`config.mk`:
```
export PLATFORM = sky130hd
export DESIGN_NAME = alu_ctrl_stage
export DESIGN_NICKNAME = d
export VERILOG_FILES = /design/src/rtl/alu_pkg.sv /design/src/rtl/alu_decode.sv /design/src/rtl/alu_ctrl_stage.sv
export SDC_FILE = /design/constraint.sdc
export NUM_CORES = 1
export LEC_CHECK = 0
export CAP_MARGIN = 5
export CORE_MARGIN = 2
export CORE_UTILIZATION = 48
export DETAILED_ROUTE_END_ITERATION = 12
export PLACE_DENSITY = 0.8
export SLEW_MARGIN = 20
export SYNTH_ARGS = -nofsm -noshare
export SYNTH_HDL_FRONTEND = slang
export SYNTH_SLANG_ARGS = --single-unit
```
`constraint.sdc`:
```
create_clock -name clk -period 2.3 [get_ports clk]
set_input_delay 0.345 -clock clk [delete_from_list [all_inputs] [get_ports clk]]
set_output_delay 0.345 -clock clk [all_outputs]
set_load 0.005 [all_outputs]
```
`src/rtl/alu_pkg.sv`:
```
`default_nettype none
// ============================================================================
//  Module      : alu_pkg
//  Description : Shared ALU encodings. ALUControl operation codes and the
//                ALUOp instruction-class encodings, used by the control
//                stage and by the ALU itself.
//  Revision    : 1.0 - initial release
// ============================================================================
package alu_pkg;

  // ALU operation codes driven on ALUControl
  typedef enum logic [3:0] {
    ALU_AND = 4'b0000,
    ALU_OR  = 4'b0001,
    ALU_ADD = 4'b0010,
    ALU_SUB = 4'b0110,
    ALU_SLT = 4'b0111,
    ALU_MUL = 4'b1000
  } alu_ctrl_e;

  // Instruction classes carried on ALUOp
  typedef enum logic [1:0] {
    ALUOP_LDST   = 2'b00,
    ALUOP_BRANCH = 2'b01,
    ALUOP_RTYPE  = 2'b10,
    ALUOP_ITYPE  = 2'b11
  } alu_op_e;

  // funct3 / funct7 values recognised by the decoder
  localparam logic [2:0] F3_ADD    = 3'b000;
  localparam logic [2:0] F3_AND    = 3'b111;
  localparam logic [2:0] F3_OR     = 3'b110;
  localparam logic [2:0] F3_SLT    = 3'b010;
  localparam logic [6:0] F7_BASE   = 7'b0000000;
  localparam logic [6:0] F7_ALT    = 7'b0100000;
  localparam logic [6:0] F7_MULDIV = 7'b0000001;

endpackage
`default_nettype wire

```
`src/rtl/alu_decode.sv`:
```
`default_nettype none
// ============================================================================
//  Module      : alu_decode
//  Description : Purely combinational ALU control decode. Maps the
//                instruction class plus funct3/funct7 to an ALU operation
//                code and selects the operands. Undecodable combinations
//                produce an ADD of zero operands flagged as illegal.
//  Ports       : alu_op/funct3/funct7  - instruction fields
//                rs1_val/rs2_val/imm   - candidate operands
//                op1/op2/alu_control   - decoded ALU request
//                illegal               - combination was not decodable
//  Revision    : 1.0 - initial release
// ============================================================================
module alu_decode
  import alu_pkg::*;
#(
  parameter int DATA_W = 32
) (
  input  logic [1:0]        alu_op,
  input  logic [2:0]        funct3,
  input  logic [6:0]        funct7,
  input  logic [DATA_W-1:0] rs1_val,
  input  logic [DATA_W-1:0] rs2_val,
  input  logic [DATA_W-1:0] imm,
  output logic [DATA_W-1:0] op1,
  output logic [DATA_W-1:0] op2,
  output logic [3:0]        alu_control,
  output logic              illegal
);

  logic       legal;
  logic       use_imm;
  logic [3:0] code;

  always_comb begin
    legal   = 1'b1;
    use_imm = 1'b0;
    code    = ALU_ADD;
    case (alu_op)
      ALUOP_LDST: begin
        code    = ALU_ADD;
        use_imm = 1'b1;
      end
      ALUOP_BRANCH: begin
        code = ALU_SUB;
      end
      ALUOP_RTYPE: begin
        if (funct7 == F7_BASE) begin
          case (funct3)
            F3_ADD:  code = ALU_ADD;
            F3_AND:  code = ALU_AND;
            F3_OR:   code = ALU_OR;
            F3_SLT:  code = ALU_SLT;
            default: legal = 1'b0;
          endcase
        end else if (funct3 == F3_ADD && funct7 == F7_ALT) begin
          code = ALU_SUB;
        end else if (funct3 == F3_ADD && funct7 == F7_MULDIV) begin
          code = ALU_MUL;
        end else begin
          legal = 1'b0;
        end
      end
      default: begin  // I-type: funct7 carries immediate bits, so ignore it
        use_imm = 1'b1;
        case (funct3)
          F3_ADD:  code = ALU_ADD;
          F3_AND:  code = ALU_AND;
          F3_OR:   code = ALU_OR;
          F3_SLT:  code = ALU_SLT;
          default: legal = 1'b0;
        endcase
      end
    endcase
  end

  // Illegal ops are issued as a harmless ADD of zeros
  assign op1         = legal ? rs1_val : '0;
  assign op2         = legal ? (use_imm ? imm : rs2_val) : '0;
  assign alu_control = legal ? code : ALU_ADD;
  assign illegal     = ~legal;

endmodule
`default_nettype wire

```
`src/rtl/alu_ctrl_stage.sv`:
```
`default_nettype none
// ============================================================================
//  Module      : alu_ctrl_stage
//  Description : ALU control pipeline stage. Decodes each request, then
//                buffers it in a main register backed by a one-entry skid
//                register so that inReady is purely registered. Counts
//                retired illegal ops with a saturating counter.
//  Ports       : clk, rst_n                     - clock, async active-low reset
//                inValid/inReady, ALUOp, funct3,
//                funct7, rs1Val, rs2Val, imm    - upstream request
//                flush                          - synchronous pipeline kill
//                outValid/outReady, op1, op2,
//                ALUControl, illegal            - issued ALU request
//                illegalCount                   - retired illegal-op count
//  Revision    : 1.0 - initial release
// ============================================================================
module alu_ctrl_stage
  import alu_pkg::*;
#(
  parameter int DATA_W = 32,
  parameter int CNT_W  = 8
) (
  input  logic              clk,
  input  logic              rst_n,
  input  logic              inValid,
  output logic              inReady,
  input  logic [1:0]        ALUOp,
  input  logic [2:0]        funct3,
  input  logic [6:0]        funct7,
  input  logic [DATA_W-1:0] rs1Val,
  input  logic [DATA_W-1:0] rs2Val,
  input  logic [DATA_W-1:0] imm,
  input  logic              flush,
  output logic              outValid,
  input  logic              outReady,
  output logic [DATA_W-1:0] op1,
  output logic [DATA_W-1:0] op2,
  output logic [3:0]        ALUControl,
  output logic              illegal,
  output logic [CNT_W-1:0]  illegalCount
);

  logic [DATA_W-1:0] dec_op1, dec_op2;
  logic [3:0]        dec_ctrl;
  logic              dec_ill;

  alu_decode #(.DATA_W(DATA_W)) u_decode (
    .alu_op      (ALUOp),
    .funct3      (funct3),
    .funct7      (funct7),
    .rs1_val     (rs1Val),
    .rs2_val     (rs2Val),
    .imm         (imm),
    .op1         (dec_op1),
    .op2         (dec_op2),
    .alu_control (dec_ctrl),
    .illegal     (dec_ill)
  );

  logic              main_valid, skid_valid, in_ready_q;
  logic [DATA_W-1:0] main_op1, main_op2, skid_op1, skid_op2;
  logic [3:0]        main_ctrl, skid_ctrl;
  logic              main_ill, skid_ill;
  logic [CNT_W-1:0]  ill_cnt;

  logic accept, retire, skid_next;

  assign accept = inValid && in_ready_q && !flush;
  assign retire = main_valid && outReady;

  // Skid occupancy after this edge; drives the registered inReady so that
  // outReady never reaches inReady combinationally.
  assign skid_next = skid_valid ? !retire : (accept && main_valid && !retire);

  always_ff @(posedge clk or negedge rst_n) begin
    if (!rst_n) begin
      main_valid <= 1'b0;
      skid_valid <= 1'b0;
      in_ready_q <= 1'b1;
      main_op1   <= '0;
      main_op2   <= '0;
      main_ctrl  <= ALU_ADD;
      main_ill   <= 1'b0;
      skid_op1   <= '0;
      skid_op2   <= '0;
      skid_ctrl  <= ALU_ADD;
      skid_ill   <= 1'b0;
    end else if (flush) begin
      main_valid <= 1'b0;
      skid_valid <= 1'b0;
      in_ready_q <= 1'b1;
    end else begin
      in_ready_q <= !skid_next;
      if (retire) begin
        if (skid_valid) begin
          // inReady is low while skid is full, so no accept can coincide
          main_op1   <= skid_op1;
          main_op2   <= skid_op2;
          main_ctrl  <= skid_ctrl;
          main_ill   <= skid_ill;
          skid_valid <= 1'b0;
        end else if (accept) begin
          main_op1  <= dec_op1;
          main_op2  <= dec_op2;
          main_ctrl <= dec_ctrl;
          main_ill  <= dec_ill;
        end else begin
          main_valid <= 1'b0;
        end
      end else if (accept) begin
        if (main_valid) begin
          skid_op1   <= dec_op1;
          skid_op2   <= dec_op2;
          skid_ctrl  <= dec_ctrl;
          skid_ill   <= dec_ill;
          skid_valid <= 1'b1;
        end else begin
          main_op1   <= dec_op1;
          main_op2   <= dec_op2;
          main_ctrl  <= dec_ctrl;
          main_ill   <= dec_ill;
          main_valid <= 1'b1;
        end
      end
    end
  end

  // A flushed entry never retires, so the count is left alone on flush
  always_ff @(posedge clk or negedge rst_n) begin
    if (!rst_n) begin
      ill_cnt <= '0;
    end else if (!flush && retire && main_ill && (ill_cnt != {CNT_W{1'b1}})) begin
      ill_cnt <= ill_cnt + CNT_W'(1);
    end
  end

  assign inReady      = in_ready_q;
  assign outValid     = main_valid;
  assign op1          = main_op1;
  assign op2          = main_op2;
  assign ALUControl   = main_ctrl;
  assign illegal      = main_ill;
  assign illegalCount = ill_cnt;

endmodule
`default_nettype wire

```
After elaboration in Yosys (flattened, before gate mapping)
Cells that the tools add are included.
- $add $sub $neg: 1
- equal/unequal tests: 11
- multiplexer cells: 45
- bitwise logic cells: 3
- reductions and logical operators: 27
- operators by type and width (cell ; count):
    $mux 32 ; 13
    $mux 4 ; 9
    $mux 1 ; 20
    $pmux 4 s3 ; 1
    $logic_and 1x1->1 ; 10
    $pmux 3 s3 ; 1
    $add 8x1->8 const B ; 1
    $ne 8x8->1 const B ; 1
    $reduce_and 4->1 ; 2
    $eq 7x1->1 const B ; 1
    $eq 7x6->1 const B ; 1
    $logic_not 7->1 ; 1
    $eq 3x3->1 const B ; 2
    $ne 3x3->1 const B ; 2
    $reduce_bool 3->1 ; 2
    $reduce_bool 2->1 ; 2
    $reduce_or 2->1 ; 2
    $reduce_or 4->1 ; 1
    $eq 3x2->1 const B ; 1
    $logic_not 1->1 ; 3
    $logic_not 3->1 ; 1
    $not 1->1 ; 3
    $reduce_and 3->1 ; 1
    $eq 2x1->1 const B ; 1
    other kinds (5) ; 5
- register bits after elaboration: 149
- input bits: 113
- word-level logic and storage cells: 99

Longest topological paths before layout
Gate-level depths: netlist of the first run.
- depth in word-level cells: 10
- gate-level depth with buffers: 7
- gate-level depth less buffers: 6

Cells and area by module
From an unflattened synthesis of the first run, not the netlist that was laid out.
- cell total of the unflattened synthesis: 568
- area total of the unflattened synthesis: 7556.0 um^2
- modules (own cells, without submodules) (module ; instances ; cells an instance ; area an instance (um^2)):
    alu_ctrl_stage ; 1 ; 425 ; 6572.6
    alu_decode ; 1 ; 143 ; 983.4

Least setup slack after synthesis of the first run
Ideal clock, no wire load.
- path kind: input port to flip-flop
- start: input ALUOp[0]
- end: register main_op2[11] (netlist: op2[11])
- setup time: 0.129 ns
- data arrival time: 1.709 ns
- data required time: 2.171 ns
- path slack: 0.462 ns
- stages on the path: 6
- buffers on the path: 2
- cell sequence: inv_1 -> ha_1 -> clkbuf_1 -> clkbuf_1 -> mux2i_1 -> o22ai_2
- word-level cells in the longest chain between the ends: 7
- elaborated cells on any way between the ends: 13
- those cells by class: 2 x eq/ne; 8 x mux; 3 x reduce/logical
- RTL lines (what ; line ; source):
    start, declared ; alu_ctrl_stage.sv:27 ; input logic [1:0] ALUOp,
    $eq 2x1->1 (tied with other cells) ; alu_decode.sv:39 ; case (alu_op)
    $reduce_or 2->1 (no source line) ; -- ;
    $pmux 1 s2 or $mux 32 (tied branches) ; alu_decode.sv:39, alu_decode.sv:79 ;
    $mux 32 (*) ; alu_decode.sv:79 ; assign op2 = legal ? (use_imm ? imm : rs2_val) : '0;
    $mux 32, on equally long branches ; alu_ctrl_stage.sv:111, alu_ctrl_stage.sv:102 ;
    $mux 32, on equally long branches ; alu_ctrl_stage.sv:110, alu_ctrl_stage.sv:95 ;
    $mux 32 (*) ; alu_ctrl_stage.sv:94 ; if (retire) begin
    end signal, assigned ; alu_ctrl_stage.sv:98 ; main_op2 <= skid_op2;
    end signal, assigned ; alu_ctrl_stage.sv:104 ; main_op2 <= dec_op2;
    end signal, assigned ; alu_ctrl_stage.sv:119 ; main_op2 <= dec_op2;
    end, declared ; alu_ctrl_stage.sv:61 ; logic [DATA_W-1:0] main_op1, main_op2, skid_op1, skid_op2;
Mark *: on every way between the ends. The rest lies on a longest branch, timed or not. The select of a mux whose other input is x is not followed.
A chain may end at the register's enable or synchronous reset.

Worst setup path after layout of the first run
- start: input ALUOp[1]
- end: register main_op1[18] (netlist: op1[18])
- word-level cells in the longest chain between the ends: 7
- elaborated cells on any way between the ends: 11
- those cells by class: 2 x eq/ne; 7 x mux; 2 x reduce/logical
- RTL lines (what ; line ; source):
    $eq 2x1->1 or $logic_not 2->1 (tied branches) ; alu_decode.sv:39 ;
    $reduce_or 2->1 (no source line) ; -- ;
    $pmux 1 s2 (*) ; alu_decode.sv:39 ;
    $mux 32 (*) ; alu_decode.sv:78 ; assign op1 = legal ? rs1_val : '0;
    $mux 32, on equally long branches ; alu_ctrl_stage.sv:111, alu_ctrl_stage.sv:102 ;
    $mux 32, on equally long branches ; alu_ctrl_stage.sv:110, alu_ctrl_stage.sv:95 ;
    $mux 32 (*) ; alu_ctrl_stage.sv:94 ;
    end signal, assigned ; alu_ctrl_stage.sv:97 ; main_op1 <= skid_op1;
    end signal, assigned ; alu_ctrl_stage.sv:103 ; main_op1 <= dec_op1;
    end signal, assigned ; alu_ctrl_stage.sv:118 ; main_op1 <= dec_op1;
    end, declared ; alu_ctrl_stage.sv:61 ;
Marks and branches as above.

==> impl_metrics.json, run 1 <==
{
  "coreArea_um2": 13990,
  "cts_hold_buffers": 1,
  "gp_congestion": 0.9296,
  "maxSlewViolCount": 0,
  "grt_max_degree": 72,
  "initial_core_util": 0.4954,
  "syn_inst": 687,
  "critPathRequiredTime_ns": 2.59,
  "setup_viol": 0,
  "fin_crit_ns": 2.063,
  "syn_area_per_cell_um2": 10.09,
  "endpoint_kind": "flop",
  "synth-seq-cells": 149,
  "final_util": 0.7043,
  "period_share": 0.8968,
  "rrSetupSlack_ns": 0.40,
  "cp-start-kind": "input port",
  "layout.nets": 987,
  "root_buffer": "clkbuf_16",
  "drt_iter0_drc": 419,
  "totalPowerFinal_mw": 8.316,
  "fp.dieH_um": 124.2,
  "htreeDepth": 4,
  "cts.path.max_buffers": 2,
  "rsz0062_at_grt": "no",
  "max_freq_mhz": 484.8,
  "drive_above_1_share": 0.1020,
  "rows": 43,
  "max_stage_delay_ns": 0.50,
  "via_per_inst": 5.738,
  "worstSetupPathType": "in -> reg",
  "clock_skew_ns": 0.007028,
  "status": "finished clean",
  "worst_slew_pin_slew_ns": 0.5889,
  "hold_viol": 0,
  "dp_hpwl_mm": 12.56,
  "postCtsSetupBuffers": 0,
  "track_usage": 0.2513,
  "p_per_area_nw_per_um2": 844.1,
  "cts_sinks": 149,
  "synth_flop_cell": "dfrtp_1",
  "synth_seq_area_share": 0.5385,
  "path_max_fanout": 13,
  "fin_cells": 1062,
  "peakVddDrop_uv": 583.5,
  "synth_warnings": 0,
  "relSlewSlack": 0.6074,
  "synth_area_um2": 6930,
  "cts_tree": "yes",
  "drv_cap": 0,
  "cp_slowest_cell": "clkdlybuf4s50_1",
  "cp.buffers_inverters": 3,
  "drcViolationCount": 0,
  "grt_overflow_total": 0,
  "die_x_um": 124.2,
  "p_leak_nw": 4.351,
  "fin_setup_tns_ns": 0,
  "io_buffers": 191,
  "ios": 192,
  "crit_chain": "clkdlybuf4s50_1, inv_1, ha_1, or3_1, a31o_2, o211ai_4, buf_4, o22ai_1",
  "synth-edff-count": 0,
  "dieArea_um2": 15420,
  "routed_wirelength_mm": 18.94,
  "wl_per_cell_um": 17.84,
  "grt_pass1_vias": 6243,
  "drt_first_pass_iters": 6,
  "final_area_um2": 9852,
  "worstHoldPathType": "in -> async",
  "cp.arrival_ns": 2.35,
  "antenna-diode-count": 0,
  "syn_to_final_growth_pct": 42.16,
  "grt_pass1_wl_mm": 29.94,
  "place_area_um2": 9188,
  "synthArstFlopShare": 1.000,
  "cp_top_family": "buffers and inverters",
  "ys_types": 48,
  "via_count": 6094,
  "antenna_left": 0,
  "cts_made_buffers": 17,
  "dpl.cell_count": 1029,
  "antenna_found_initial": 0,
  "path_clk_slew_ns": 0.05,
  "clock_latency_ns": 0.42,
  "synth_fp_nets": 805,
  "post_cts_resized": 0
}
## where the power goes
part | total, mW | leakage, nW | internal [mW] | switching (mW)
Clock | 3.05 | 0.327 | 1.98 | 1.07
Sequential | 3.43 | 1.86 | 3.12 | 0.308
Combinational | 1.84 | 2.16 | 1.04 | 0.800
## Yosys cell counts (4+ instances only)
library cell  number  area [µm²]
o31ai_1           65       488.0
a21oi_1           67       335.3
nand2_1           80       300.3
o22ai_2           16       200.2
inv_1             40       150.1
nor2_1            69       259.0
buf_6              7       78.83
ha_1               5       62.56
nand3_1            4       20.02
clkbuf_1          33       123.9
o22ai_1           50       312.8
xnor2_1            5       43.79
dfrtp_1          146        3654
mux2i_1           33       330.3
buf_2             11       55.05
## cells by family after synthesis
family,count (synthesis),share of synthesized area
DFF,149,0.5385
and+or+nand+nor,175,0.1067
adders and majority gates,5,0.009027
xor gates and xnor gates,7,0.008847
AOI/OAI and AO/OA,223,0.2271
buffers and inverters,94,0.06048
muxes,34,0.04929
## final cells by class
| cell class | instances | area (µm²) |
|---|---|---|
| fill | 1024 | 4136 |
| sequential | 149 | 3732 |
| multi-input combinational | 444 | 2804 |
| timing repair buffer | 217 | 2286 |
| clock buffer | 19 | 452.9 |
| tap | 180 | 225.2 |
| clock inverter | 13 | 201.4 |
| inverter | 40 | 150.1 |
## layer usage
layer / GRT usage / vias to the layer above / wire length, µm
li1: - / 2813 / -
met1: 0.3128 / 3014 / 7900
met2: 0.4276 / 234 / 9569
met3: 0.05357 / 33 / 1078
met4: 0.09902 / 0 / 392
met5: 0 / - / 0
## flip-flops by register name (all words and copies together), names as in the netlist
signal        count
op2              32
skid_ill          1
inReady           1
illegalCount      8
illegal           1
op1              32
outValid          1
skid_valid        1
skid_ctrl         4
ALUControl        4
skid_op1         32
skid_op2         32
## placed cells by master, fill, tap and decap left out, types with 11 or more instances in the layout
cell,Yosys,routed
buf_12,0,14
mux2i_1,33,33
a21oi_1,67,67
dfrtp_1,146,146
clkdlybuf4s50_1,0,190
o22ai_1,50,50
inv_1,40,40
nor2_1,69,69
o31ai_1,65,65
buf_4,0,11
o22ai_2,16,16
clkbuf_16,0,17
nand2_1,80,80
## through the flow
stage | worst slack (ns) | hold WS, ns
5_1_grt | 0.1603 | 0.5023
6_report | 0.2373 | 0.4769
4_1_cts | 0.2478 | 0.4790
2_1_floorplan | 0.4615 | 0.04941
3_5_place_dp | -0.1946 | 0.3720
3_3_place_gp | -0.1113 | 0.3600
## final timing paths
path	start	cells after the start	end
setup / recovery	ALUOp[1]	8	op1[18]$_DFFE_PN0P_
hold / removal	rst_n	2	illegalCount[0]$_DFFE_PN0P_
setup reg to reg	inReady$_DFF_PN1_	4	skid_op1[16]$_DFFE_PN0P_
hold reg to reg	skid_op2[18]$_DFFE_PN0P_	2	skid_op2[18]$_DFFE_PN0P_
max in group asynchronous	rst_n	3	skid_op2[17]$_DFFE_PN0P_
min in group clk	skid_op2[18]$_DFFE_PN0P_	2	skid_op2[18]$_DFFE_PN0P_
No activity file was read; power rests on OpenSTA's default activity.
==> inputs of run 2 (changes only) <==
--- a/config.mk
+++ b/config.mk
@@ -9,6 +9,7 @@
 export CORE_MARGIN = 2
 export CORE_UTILIZATION = 48
 export DETAILED_ROUTE_END_ITERATION = 12
+export HOLD_SLACK_MARGIN = 0.05
 export PLACE_DENSITY = 0.8
 export SLEW_MARGIN = 20
 export SYNTH_ARGS = -nofsm -noshare
==> results of run 2 <==
Final layout, timing and power as in run 1 (identical DEF).
==> inputs of run 3 (changes only) <==
--- a/config.mk
+++ b/config.mk
@@ -8,6 +8,7 @@
 export CAP_MARGIN = 5
 export CORE_MARGIN = 2
 export CORE_UTILIZATION = 48
+export CTS_BUF_LIST = sky130_fd_sc_hd__clkbuf_16
 export DETAILED_ROUTE_END_ITERATION = 12
 export HOLD_SLACK_MARGIN = 0.05
 export PLACE_DENSITY = 0.8
==> run 3 against run 2 <==
Worst setup slack lost 0.013 ns. Sequential power is essentially flat. Sequential share of layout area grew 0.077 points. Global-route usage is essentially flat. Clock-buffer cell count shrank 2.
==> impl_metrics.json, run 3 (synthesis results as in run 1) <==
{
  "status": "finished clean",
  "postCtsSetupBuffers": 0,
  "antenna_left": 0,
  "peakVddDrop_uv": 582.6,
  "worst_slew_pin_slew_ns": 0.5799,
  "p_per_area_nw_per_um2": 838.6,
  "io_buffers": 191,
  "period_share": 0.9026,
  "routed_wirelength_mm": 18.85,
  "cts_tree": "yes",
  "hold_viol": 0,
  "fp.dieH_um": 124.2,
  "cts_hold_buffers": 1,
  "dp_hpwl_mm": 12.56,
  "cp-start-kind": "input port",
  "fillers": 1026,
  "via_count": 6160,
  "worstHoldPathType": "in -> async",
  "comb_power_share": 0.224,
  "track_usage": 0.2511,
  "p_clk_frac": 0.361,
  "rows": 43,
  "dieArea_um2": 15420,
  "coreArea_um2": 13990,
  "clock_skew_ns": 0.006264,
  "place_area_um2": 9188,
  "drt_first_pass_iters": 5,
  "die_x_um": 124.2,
  "setup_ws_ns": 0.2239,
  "fin_crit_ns": 2.076,
  "worstSetupPathType": "in -> reg",
  "gp_congestion": 0.9296,
  "rsz0062_at_grt": "no",
  "maxSlewViolCount": 0,
  "layout_commonest_cell": "clkdlybuf4s50_1",
  "p_int_mw": 6.074,
  "drt_iter0_drc": 493,
  "cts_made_buffers": 17,
  "antenna-diode-count": 0,
  "p_sw_frac": 0.2633,
  "max_freq_mhz": 481.7,
  "p_seq_frac": 0.416,
  "totalPowerFinal_mw": 8.245,
  "layout_common_cells": "190 x clkdlybuf4s50_1, 146 x dfrtp_1, 80 x nand2_1",
  "ios": 192,
  "cts.path.max_buffers": 2,
  "relSlewSlack": 0.6134,
  "final_area_um2": 9832,
  "htreeDepth": 4,
  "cp.arrival_ns": 2.37,
  "drv_cap": 0,
  "endpoint_kind": "flop",
  "root_buffer": "clkbuf_16",
  "path_max_fanout": 13,
  "clock_latency_ns": 0.42,
  "place_ws_ns": -0.1946,
  "syn_to_final_growth_pct": 41.87,
  "post_cts_resized": 0,
  "switching_power_mw": 2.171,
  "critPathRequiredTime_ns": 2.59,
  "drive_above_1_share": 0.09977,
  "wl_per_cell_um": 17.75,
  "dpl.cell_count": 1029,
  "path_clk_slew_ns": 0.05,
  "p_leak_nw": 4.339,
  "drcViolationCount": 0,
  "cts_sinks": 149,
  "layout.nets": 987,
  "grt_max_degree": 72,
  "grt_overflow_total": 0,
  "initial_core_util": 0.4954,
  "antenna_found_initial": 0,
  "grt_pass1_vias": 6244,
  "grt_pass1_wl_mm": 29.92,
  "setup_viol": 0,
  "via_per_inst": 5.800,
  "whs_ns": 0.4781,
  "fin_cells": 1062
}
-- run 3: area by class of cell --
cell class                 count  area, µm²  share of cell area
inverter                      40      150.1             0.01527
tap                          180      225.2             0.02291
clock inverter                15      209.0             0.02125
multi-input combinational    444       2804              0.2852
clock buffer                  17      425.4             0.04327
timing repair buffer         217       2286              0.2325
sequential                   149       3732              0.3796
-- run 3: worst max-delay path, cell delays in order --
cell and delay [ns]:
clkdlybuf4s50_1 0.51, inv_1 0.08, ha_1 0.21, or3_1 0.43, a31o_2 0.29, o211ai_4 0.14
buf_4 0.26, o22ai_1 0.10
-- run 3: final timing paths --
check / from / to / slack [ns] / depth (start not counted)
min in group clk: skid_op2[31]$_DFFE_PN0P_ / skid_op2[31]$_DFFE_PN0P_ / 0.48 / 2
max reg2reg: inReady$_DFF_PN1_ / skid_op1[16]$_DFFE_PN0P_ / 0.38 / 4
min: rst_n / illegalCount[0]$_DFFE_PN0P_ / 0.48 / 2
min reg2reg: skid_op2[31]$_DFFE_PN0P_ / skid_op2[31]$_DFFE_PN0P_ / 0.48 / 2
max in group asynchronous: rst_n / skid_op2[1]$_DFFE_PN0P_ / 1.14 / 3
max: ALUOp[1] / op1[18]$_DFFE_PN0P_ / 0.22 / 8
-- run 3: stage by stage --
step           TNS, ns    util
2_1_floorplan        0       -
3_3_place_gp    -10.11  0.6568
3_5_place_dp    -17.09  0.6568
4_1_cts              0  0.7029
5_1_grt              0  0.7029
6_report             0  0.7029
-- run 3: per-layer routing --
| metal | share of wire | track usage | vias up |
|---|---|---|---|
| met4 | 0.022 | 0.09902 | 0 |
| li1 | - | - | 2814 |
| met3 | 0.067 | 0.05357 | 40 |
| met1 | 0.41 | 0.3116 | 3031 |
| met2 | 0.50 | 0.4283 | 275 |
| met5 | 0 | 0 | - |
-- run 3: power by group through the flow --
stage	Clock (mW)	Combinational [mW]	Sequential [mW]
after floorplan	0	0.792	3.42
after global placement	0	1.77	3.44
after detailed placement	0	1.85	3.46
after CTS	3.02	1.86	3.42
after global routing	3.13	2.02	3.48
final	2.97	1.84	3.43
